## src/rtl/cpu_ctrl_pkg.sv

```systemverilog
// cpu_ctrl_pkg
// Types and default constants shared by the CPU run/step sequencer.
//   state_t : sequencer states (HALT, STEP, HOLD, RUN)
//   rate_t  : run-rate select code
//   DEF_*   : board defaults for a 50 MHz clock
package cpu_ctrl_pkg;

    typedef enum logic [1:0] {
        HALT = 2'd0,
        STEP = 2'd1,
        HOLD = 2'd2,
        RUN  = 2'd3
    } state_t;

    typedef logic [1:0] rate_t;

    localparam int DEF_DEBOUNCE_CYCLES = 500000;  // 10 ms
    localparam int DEF_DIV0            = 5000000; // 10 Hz
    localparam int DEF_DIV1            = 500000;  // 100 Hz
    localparam int DEF_DIV2            = 50000;   // 1 kHz
    localparam int DEF_DIV3            = 1;       // full speed
    localparam int DEF_CNT_W           = 23;

endpackage

```

## src/rtl/step_debounce.sv

```systemverilog
// step_debounce
// Synchronises the raw step switch, debounces it and produces a one-cycle
// press pulse on each accepted 0->1 change.
// Ports:
//   clk    : board clock
//   reset  : synchronous, active-high
//   raw    : bouncing switch level, asynchronous to clk
//   level  : debounced switch level
//   press  : 1-cycle pulse, one cycle after level rises
module step_debounce
    import cpu_ctrl_pkg::*;
#(
    parameter int DEBOUNCE_CYCLES = DEF_DEBOUNCE_CYCLES,
    parameter int CNT_W           = DEF_CNT_W
) (
    input  logic clk,
    input  logic reset,
    input  logic raw,
    output logic level,
    output logic press
);

    localparam logic [CNT_W-1:0] TERM = CNT_W'(DEBOUNCE_CYCLES - 1);
    localparam logic [CNT_W-1:0] ONE  = CNT_W'(1);

    logic             sync1;
    logic             sync2;
    logic             level_q;
    logic [CNT_W-1:0] stable_cnt;

    always_ff @(posedge clk) begin
        if (reset) begin
            sync1      <= 1'b0;
            sync2      <= 1'b0;
            level      <= 1'b0;
            level_q    <= 1'b0;
            press      <= 1'b0;
            stable_cnt <= '0;
        end else begin
            sync1   <= raw;
            sync2   <= sync1;
            level_q <= level;
            press   <= level & ~level_q;

            // Counts consecutive samples that disagree with the accepted
            // level; a single agreeing sample restarts the count.
            if (sync2 != level) begin
                if (stable_cnt == TERM) begin
                    level      <= sync2;
                    stable_cnt <= '0;
                end else begin
                    stable_cnt <= stable_cnt + ONE;
                end
            end else begin
                stable_cnt <= '0;
            end
        end
    end

endmodule

```

## src/rtl/cpu_run_ctrl.sv

```systemverilog
// cpu_run_ctrl
// Run/step sequencer producing a single-cycle CPU clock-enable from the
// board clock. Free-runs at a selectable rate, single-steps from a
// debounced switch, and stops on a CPU halt request.
//
//   state | meaning
//   ------+-------------------------------------------------------------
//   HALT  | idle; waits for run switch or a step press
//   STEP  | issues exactly one cpuEn pulse
//   HOLD  | waits for the step switch to be released
//   RUN   | free-run, one cpuEn every DIVsel cycles
//
// Ports:
//   clk       : board clock
//   reset     : synchronous, active-high
//   runSw     : raw run switch (1 = run)
//   stepBtn   : raw, bouncing step switch
//   rateSel   : run-rate select (DIV0..DIV3)
//   haltReq   : CPU halt request, clk domain
//   cpuEn     : registered CPU clock-enable pulse
//   running   : 1 while in RUN
//   halted    : sticky CPU-halt flag, cleared by lowering runSw
//   stepCount : count of cpuEn pulses, wraps at 256
module cpu_run_ctrl
    import cpu_ctrl_pkg::*;
#(
    parameter int DEBOUNCE_CYCLES = DEF_DEBOUNCE_CYCLES,
    parameter int DIV0            = DEF_DIV0,
    parameter int DIV1            = DEF_DIV1,
    parameter int DIV2            = DEF_DIV2,
    parameter int DIV3            = DEF_DIV3,
    parameter int CNT_W           = DEF_CNT_W
) (
    input  logic       clk,
    input  logic       reset,
    input  logic       runSw,
    input  logic       stepBtn,
    input  logic [1:0] rateSel,
    input  logic       haltReq,
    output logic       cpuEn,
    output logic       running,
    output logic       halted,
    output logic [7:0] stepCount
);

    localparam logic [CNT_W-1:0] DIV0_M1 = CNT_W'(DIV0 - 1);
    localparam logic [CNT_W-1:0] DIV1_M1 = CNT_W'(DIV1 - 1);
    localparam logic [CNT_W-1:0] DIV2_M1 = CNT_W'(DIV2 - 1);
    localparam logic [CNT_W-1:0] DIV3_M1 = CNT_W'(DIV3 - 1);
    localparam logic [CNT_W-1:0] ONE     = CNT_W'(1);

    state_t           state;
    rate_t            rate;
    logic             run_s1;
    logic             run_sync;
    logic             step_level;
    logic             step_press;
    logic [CNT_W-1:0] divider;
    logic [CNT_W-1:0] div_term;

    step_debounce #(
        .DEBOUNCE_CYCLES (DEBOUNCE_CYCLES),
        .CNT_W           (CNT_W)
    ) u_step_debounce (
        .clk   (clk),
        .reset (reset),
        .raw   (stepBtn),
        .level (step_level),
        .press (step_press)
    );

    assign rate = rate_t'(rateSel);

    always_comb begin
        div_term = DIV0_M1;
        case (rate)
            2'd0:    div_term = DIV0_M1;
            2'd1:    div_term = DIV1_M1;
            2'd2:    div_term = DIV2_M1;
            default: div_term = DIV3_M1;
        endcase
    end

    always_ff @(posedge clk) begin
        if (reset) begin
            state     <= HALT;
            run_s1    <= 1'b0;
            run_sync  <= 1'b0;
            divider   <= '0;
            cpuEn     <= 1'b0;
            running   <= 1'b0;
            halted    <= 1'b0;
            stepCount <= 8'd0;
        end else begin
            run_s1   <= runSw;
            run_sync <= run_s1;
            cpuEn    <= 1'b0;

            // A halt request in RUN below overrides this clear, so a request
            // coinciding with the run switch dropping still flags the halt.
            if (!run_sync) begin
                halted <= 1'b0;
            end

            case (state)
                HALT: begin
                    if (run_sync && !halted) begin
                        state   <= RUN;
                        running <= 1'b1;
                        divider <= '0;
                    end else if (step_press) begin
                        state     <= STEP;
                        cpuEn     <= 1'b1;
                        stepCount <= stepCount + 8'd1;
                    end
                end

                STEP: begin
                    state <= HOLD;
                end

                HOLD: begin
                    if (!step_level) begin
                        state <= HALT;
                    end
                end

                RUN: begin
                    // Exit is checked before pulse generation, so no pulse
                    // leaks out in the exit cycle.
                    if (haltReq || !run_sync) begin
                        state   <= HALT;
                        running <= 1'b0;
                        if (haltReq) begin
                            halted <= 1'b1;
                        end
                    end else if (divider >= div_term) begin
                        // >= lets a switch to a faster rate fire immediately.
                        cpuEn     <= 1'b1;
                        divider   <= '0;
                        stepCount <= stepCount + 8'd1;
                    end else begin
                        divider <= divider + ONE;
                    end
                end

                default: begin
                    state   <= HALT;
                    running <= 1'b0;
                end
            endcase
        end
    end

endmodule
```

## config.mk

```make
export PLATFORM = sky130hd
export DESIGN_NAME = cpu_run_ctrl
export DESIGN_NICKNAME = d
export VERILOG_FILES = /design/src/rtl/cpu_ctrl_pkg.sv /design/src/rtl/step_debounce.sv /design/src/rtl/cpu_run_ctrl.sv
export SDC_FILE = /design/constraint.sdc
export NUM_CORES = 1
export LEC_CHECK = 0
export ABC_AREA = 1
export ABC_CLOCK_PERIOD_IN_PS = 6700
export CAP_MARGIN = 0
export CORE_MARGIN = 3
export CORE_UTILIZATION = 30
export CTS_BUF_LIST = sky130_fd_sc_hd__clkbuf_4 sky130_fd_sc_hd__clkbuf_8
export DETAILED_ROUTE_END_ITERATION = 10
export HOLD_SLACK_MARGIN = 0.03
export PLACE_DENSITY = 0.42
export SYNTH_ARGS = -nofsm -noshare
export SYNTH_HDL_FRONTEND = slang
export SYNTH_HIERARCHICAL = 1
export SYNTH_SLANG_ARGS = --single-unit
```

## constraint.sdc

```tcl
create_clock -name clk -period 6.7 [get_ports clk]
set_input_delay 1.34 -clock clk [delete_from_list [all_inputs] [get_ports clk]]
set_output_delay 1.34 -clock clk [all_outputs]
set_load 0.005 [all_outputs]
```

==> metrics.cfg, run 1 <==
[run_status]
outcome=completed

[global_routing]
grt_antenna_before_repair=0
grt_most_used_layer=met2
global_route.usage.total=0.146
grt_util_met1=0.203
via_count_of_the_first_global_routing_pass=3961
gr-usage-met3=0.0348
grt_max_degree=28
wire_length_of_the_first_global_routing_pass_um=19000
grt_util_met2=0.221
grt.overflow.total=0

[synth]
yosys_warnings=6
synth-async-reset-ratio=0
postSynthRegisterBits=66
part_of_the_yosys_area_used_for_sequential_elements=0.306
synth-main-ff-cell=dfxtp_1
synth_cells=651
syn_nets=685
synth.cell_area_um2=4320
syn_avg_cell_area_um2=6.63
netlist-cell-type-count=41
number_of_synthesized_flops_with_an_enable_pin=0

[floorplanning]
initial_cell_density_of_the_core=0.309
floorplan.core_area_um2=14000
die_w_um=126
io_pins=18
die_area_um2=15900
die_y_um=126
std_cell_rows=43

[critical_path]
worst-setup-path-type=in -> reg
end_kind=flop
crit_reg_reg_startpoint=state[0]
cp_launch_type=primary input
terminus_of_the_critical_flop_to_flop_path=divider[1]
timing.critical_path.mode_cell=nand2_1
setup.reg_to_reg.worst_slack_ns=4.53
worstPathRequired_ns=6.95
path_cells=clkdlybuf4s50_1 > ha_1 > o21bai_1 > ha_1 > nand2_1 > nor4_1 > nand2_1 > nand3_4 > nand2_1 > nand2_2 > nand4_1 > nand2_1 > nor2_1
arrival_ns=3.97
critical_path.slowest_cell=clkdlybuf4s50_1
slowest_delay_ns=0.52
worstPathMaxFanout=6
worst-r2r-cell-count=9

[placement]
place_area_um2=4650
dp.final_hpwl_um=8260
io_buffer_count=17
numPlacedInstances=839
place.gp.congestion=0.835

[route]
drtIter0Drc=201
dr_total_vias=4018
remaining_drc_errors=0
antenna_violating_nets_post_route=0
wirelength_um=11100
viasPerCell=4.71
drt-wirelength-per-cell_um=13.0
drt_first_pass_iters=5

[cells_and_area]
fillerInstances=1547
layout-area-overhead-vs-synth_pct=11.4
multi_input_comb_area_um2=2540
instances_no_fill=853
area_of_all_placed_cells_without_fillers_um2=4810
antenna_cells=0
final-seq-area_um2=1320
drive_above_1_share=0.0847
finalNetCount=704
mostFrequentLayoutCell=nand2_1
mostFrequentLayoutCells=nand2_1 (161), nor2_1 (95), inv_1 (93)

[clock_network]
cts_tree=yes
path_clk_slew_ns=0.07
hold_buffers=0
root_buffer=clkbuf_8
tritoncts_buffer_count=9
post_cts_buffers=0
insertion_delay_ns=0.35
post_cts_resized=0
cts.sink_count=66
cts-root-to-sink-buffers=2
ctsHtreeMaxLevel=3

[power]
switching_share=0.319
intPower_mw=0.610
irDropWorstVdd_v=0.0000862
p_leak_nw=1.84
net-switching-power_mw=0.285
power.density_nw_per_um2=186
total_power_mw=0.895
power.share.combinational=0.189
seq_power_share=0.474
clk_pwr_share=0.336

[sta]
layout_min_cycle_time_ns=3.72
layout_worst_path_cycle_share=0.556
drv_slew=0
hold_viol_final=0
max_clock_freq_mhz=269
final.hold.worst_slack_ns=0.394
setup_tns_ns=0
max_slew.worst_pin.slew_ns=0.589
max_slew_margin=0.607
worst_clk_skew_ns=0.00747
rsz_0062_raised_after_global_routing=false
finalSetupViolations=0

[hold_path]
hold_path.class=reg -> reg
hold-path-cell-count=1
hold_path_startpoint=u_step_debounce/level_q
timing.hold.worst_endpoint=u_step_debounce/press

[flow_run]
max-cap-violations=0

==> kinds of logic after synthesis <==
group,Yosys count,share of synthesized area
and+or+nand+nor,356,0.381
DFF,66,0.306
adders and majority gates,27,0.0782
xor gates and xnor gates,14,0.0284
buffers and inverters,111,0.105
AOI/OAI and AO/OA,77,0.101
==> power by group through the flow <==
stage | sequential [mW] | clock, mW | combinational [mW]
global placement | 0.433 | 0 | 0.170
CTS | 0.425 | 0.316 | 0.172
finish | 0.424 | 0.301 | 0.170
global route | 0.427 | 0.331 | 0.197
floorplan | 0.428 | 0 | 0.124
detailed placement | 0.433 | 0 | 0.171
==> final cells by class <==
| type | count | area share |
|---|---|---|
| Timing Repair Buffer | 18 | 0.0369 |
| Sequential cell | 66 | 0.275 |
| Tap cell | 180 | 0.0468 |
| Inverter | 101 | 0.0793 |
| Clock inverter | 3 | 0.00364 |
| Multi-Input combinational cell | 474 | 0.528 |
| Clock buffer | 11 | 0.0302 |
==> cell usage after synthesis (2+ instances only) <==
cell,number,area (µm²)
nand2_1,161,604
nor2_1,95,357
inv_1,93,349
dfxtp_1,66,1320
a21oi_1,44,220
ha_1,27,338
nand3_1,25,125
nand4_1,25,156
o21ai_0,15,75.1
nor3_1,10,50.1
xor2_1,10,87.6
nand2_2,8,50.1
nor2_2,8,50.1
inv_2,7,26.3
nor2_4,6,67.6
nor4_1,5,31.3
nand3_2,4,40.0
xnor2_1,4,35.0
a211oi_1,3,22.5
buf_4,3,22.5
buf_6,3,33.8
o211ai_1,3,22.5
a21o_1,2,15.0
a31oi_1,2,12.5
buf_2,2,10.0
clkbuf_1,2,7.51
nor3_2,2,20.0
o21ai_1,2,10.0
o21bai_1,2,15.0
==> flip-flops by register name, indices dropped and copies added, names as in the netlist, 2 cells and up <==
| name | cells |
|---|---|
| u_step_debounce/stable_cnt | 23 |
| divider | 23 |
| state | 2 |
| stepCount | 8 |
==> per-stage QoR <==
step | setup WS (ns) | utilization
floorplan | 3.62 | -
global placement | 2.68 | 0.332
detailed placement | 2.59 | 0.332
CTS | 2.96 | 0.344
global route | 2.66 | 0.344
finish | 2.98 | 0.344
==> per-layer routing <==
| layer | routed length (µm) | share of wire |
|---|---|---|
| met4 | 176 | 0.016 |
| met5 | 0 | 0 |
| met2 | 4800 | 0.43 |
| met3 | 377 | 0.034 |
| met1 | 5760 | 0.52 |
==> critical path: cells and delay by family <==
family	cells	cell delay [ns]
adder cells (fa/ha/maj)	2	0.62
AO/OA/AOI/OAI	1	0.20
AND/OR/NAND/NOR	9	1.27
buffers and inverters	1	0.52
==> worst max path at each step <==
| stage | end | slack (ns) | startpoint | cells past startpoint |
|---|---|---|---|---|
| 4_1_cts | stepCount[5] | 2.96 | rateSel[0] | 13 |
| 3_5_place_dp | stepCount[5] | 2.59 | rateSel[0] | 13 |
| 2_1_floorplan | stepCount[4] | 3.62 | rateSel[0] | 14 |
| 6_report | stepCount[3] | 2.98 | rateSel[0] | 13 |
| 5_1_grt | stepCount[2] | 2.66 | rateSel[0] | 16 |
| 3_3_place_gp | stepCount[2] | 2.68 | rateSel[0] | 13 |
Power figures use the tool's default switching activity.
==> run 2, diff against run 1 <==
--- a/config.mk
+++ b/config.mk
@@ -6,14 +6,14 @@
 export NUM_CORES = 1
 export LEC_CHECK = 0
 export ABC_AREA = 1
-export ABC_CLOCK_PERIOD_IN_PS = 6700
+export ABC_CLOCK_PERIOD_IN_PS = 3060
 export CAP_MARGIN = 0
 export CORE_MARGIN = 3
 export CORE_UTILIZATION = 30
 export CTS_BUF_LIST = sky130_fd_sc_hd__clkbuf_4 sky130_fd_sc_hd__clkbuf_8
 export DETAILED_ROUTE_END_ITERATION = 10
 export HOLD_SLACK_MARGIN = 0.03
-export PLACE_DENSITY = 0.42
+export PLACE_DENSITY = 0.44
 export SYNTH_ARGS = -nofsm -noshare
 export SYNTH_HDL_FRONTEND = slang
 export SYNTH_HIERARCHICAL = 1
==> constraint.sdc (replaced) <==
create_clock -name clk -period 3.06 [get_ports clk]
set_input_delay 0.612 -clock clk [delete_from_list [all_inputs] [get_ports clk]]
set_output_delay 0.612 -clock clk [all_outputs]
set_load 0.005 [all_outputs]
==> metrics.cfg, run 2 (synthesis results as in run 1) <==
[route]
viasPerCell=4.64  ; was 4.71
antenna_violating_nets_post_route=0  ; unchanged
drt-wirelength-per-cell_um=12.6  ; was 13.0 µm
dr_total_vias=4028  ; was 4018
remaining_drc_errors=0  ; unchanged
drt_first_pass_iters=4  ; was 5
wirelength_um=10900  ; was 11100 µm
drtIter0Drc=192  ; was 201

[global_routing]
grt_antenna_before_repair=0  ; unchanged
grt_max_degree=24  ; was 28
wire_length_of_the_first_global_routing_pass_um=18900  ; was 19000 µm
global_route.usage.total=0.144  ; was 0.146
via_count_of_the_first_global_routing_pass=4038  ; was 3961
grt.overflow.total=0  ; unchanged

[sta]
finalSetupViolations=0  ; unchanged
rsz_0062_raised_after_global_routing=false  ; unchanged
hold_viol_final=0  ; unchanged
final.hold.worst_slack_ns=0.400  ; was 0.394 ns
max_slew_margin=0.618  ; was 0.607
max_slew.worst_pin.slew_ns=0.573  ; was 0.589 ns
max_clock_freq_mhz=360
drv_slew=0  ; unchanged
worst_clk_skew_ns=0.00930  ; was 0.00747 ns
layout_worst_path_cycle_share=0.907
layout_min_cycle_time_ns=2.78

[hold_path]
hold_path.class=reg -> reg  ; unchanged
hold-path-cell-count=1  ; unchanged
timing.hold.worst_endpoint=u_step_debounce/press  ; unchanged
hold_path_startpoint=u_step_debounce/level_q  ; unchanged

[cells_and_area]
antenna_cells=0  ; unchanged
top_regs=divider: 23 flops, u_step_debounce/stable_cnt: 23 flops, stepCount: 8 flops  ; unchanged
utilization=0.358  ; was 0.344
mostFrequentLayoutCell=nand2_1  ; unchanged
layout-area-overhead-vs-synth_pct=16.1  ; was 11.4%
fillerInstances=1518  ; was 1547
drive_above_1_share=0.109  ; was 0.0847
instances_no_fill=869  ; was 853
finalNetCount=718  ; was 704
mostFrequentLayoutCells=nand2_1 (161), nor2_1 (94), inv_1 (93)  ; was nand2_1 (161), nor2_1 (95), inv_1 (93)

[power]
switching_share=0.284  ; was 0.319
intPower_mw=1.62  ; was 0.610 mW
seq_power_share=0.409  ; was 0.474
clk_pwr_share=0.418  ; was 0.336
power.share.combinational=0.172  ; was 0.189
power.density_nw_per_um2=451  ; was 186 nW/µm²
net-switching-power_mw=0.643  ; was 0.285 mW
p_leak_nw=1.96  ; was 1.84 nW
irDropWorstVdd_v=0.000328  ; was 0.0000862 V

[run_status]
outcome=completed  ; unchanged

[floorplanning]
std_cell_rows=43  ; unchanged
floorplan.core_area_um2=14000  ; unchanged
initial_cell_density_of_the_core=0.309  ; unchanged
io_pins=18  ; unchanged
die_w_um=126  ; unchanged
die_y_um=126  ; unchanged
die_area_um2=15900  ; unchanged

[critical_path]
end_kind=flop  ; unchanged
terminus_of_the_critical_flop_to_flop_path=divider[16]  ; was divider[1]
worst-setup-path-type=in -> reg  ; unchanged
worstPathMaxFanout=6  ; unchanged
cp_launch_type=primary input  ; unchanged
worst-r2r-cell-count=11  ; was 9
crit_reg_reg_startpoint=divider[0]  ; was state[0]
arrival_ns=3.07  ; was 3.97 ns
setup.reg_to_reg.worst_slack_ns=1.00  ; was 4.53 ns
worstPathRequired_ns=3.35  ; was 6.95 ns

[clock_network]
cts.sink_count=66  ; unchanged
cts_tree=yes  ; unchanged
path_clk_slew_ns=0.08  ; was 0.07 ns
ctsHtreeMaxLevel=3  ; unchanged
insertion_delay_ns=0.35  ; about the same
root_buffer=clkbuf_8  ; unchanged
cts-root-to-sink-buffers=2  ; unchanged
tritoncts_buffer_count=9  ; unchanged

[flow_run]
max-cap-violations=0  ; unchanged

[placement]
io_buffer_count=17  ; unchanged
numPlacedInstances=852  ; was 839
place.gp.congestion=0.818  ; was 0.835
dp.final_hpwl_um=8320  ; was 8260 µm

[run 2: cell types whose count changed in the layout (fill, tap and decap cells not counted), sizes merged]
cell | previous run | this run
nor2 | 110 | 111
clkdlybuf4s50 | 17 | 16
clkbuf | 11 | 12
inv | 101 | 100
dlymetal6s2s | 0 | 1
bufinv | 0 | 3
clkinvlp | 1 | 0
buf | 1 | 14
[run 2: final cells by class]
| cell class | instances | area, µm² | share of cell area |
|---|---|---|---|
| clock buffers | 12 | 153 | 0.0305 |
| clock inverters | 4 | 98.8 | 0.0197 |
| inverters | 101 | 383 | 0.0764 |
| multi-input cells | 475 | 2550 | 0.509 |
| flip-flops and latches | 66 | 1320 | 0.264 |
| well taps | 180 | 225 | 0.0449 |
| repair buffers | 31 | 278 | 0.0554 |
[run 2: critical path, cell delays in order]
cell and delay, ns:
clkdlybuf4s50_1 0.50, inv_1 0.09, ha_1 0.22, o21bai_2 0.18, ha_1 0.26, nand2_1 0.14, inv_1 0.05, nand2_1 0.06
a21oi_1 0.06, nor2_1 0.10, nand2_1 0.07, inv_2 0.09, nand3_4 0.13, nor2_2 0.25, o21ai_0 0.12, a21oi_1 0.13
[run 2: worst max-delay path by stage]
stage / from / depth (start not counted) / endpoint / slack, ns
after floorplan: rateSel[0] / 14 / stepCount[4] / 0.70
after global placement: rateSel[0] / 16 / divider[17] / -0.20
after detailed placement: rateSel[0] / 16 / divider[12] / -0.25
after CTS: rateSel[0] / 16 / divider[12] / 0.14
after global routing: rateSel[1] / 18 / stepCount[5] / 0.004
final: rateSel[1] / 16 / divider[6] / 0.28
[run 2: power groups by stage]
stage,combinational [mW],sequential (mW),clock [mW]
floorplan,0.273,0.937,0
global placement,0.384,0.945,0
detailed placement,0.387,0.946,0
CTS,0.390,0.925,0.988
global route,0.448,0.933,1.02
finish,0.389,0.925,0.946
[run 2: metrics by stage]
stage / TNS (ns) / power, mW / cell area (µm²) / worst slack (ns)
3_3_place_gp: -3.45 / 1.33 / 4740 / -0.201
4_1_cts: 0 / 2.30 / 5000 / 0.137
6_report: 0 / 2.26 / 5010 / 0.283
3_5_place_dp: -4.76 / 1.33 / 4740 / -0.248
2_1_floorplan: 0 / 1.21 / 4320 / 0.704
5_1_grt: 0 / 2.40 / 5010 / 0.00431
[run 2: what timing repair did]
action	4_1_cts	5_1_grt
gates resized for setup	0	4
hold buffers	0	0
setup endpoints to repair	0	20
buffers inserted	0	0
[run 2: per-layer routing]
metal	vias to the layer above	wire length (µm)	global-route usage
li1	2150	-	-
met1	1804	5590	0.197
met2	62	4750	0.224
met3	12	423	0.0288
met4	0	175	0.0562
met5	-	0	0
==> run 3, diff against run 2 <==
--- a/config.mk
+++ b/config.mk
@@ -18,3 +18,4 @@
 export SYNTH_HDL_FRONTEND = slang
 export SYNTH_HIERARCHICAL = 1
 export SYNTH_SLANG_ARGS = --single-unit
+export TNS_END_PERCENT = 5
==> results of run 3 <==
Same layout as run 2: the final DEF is identical, and so are final timing and power.
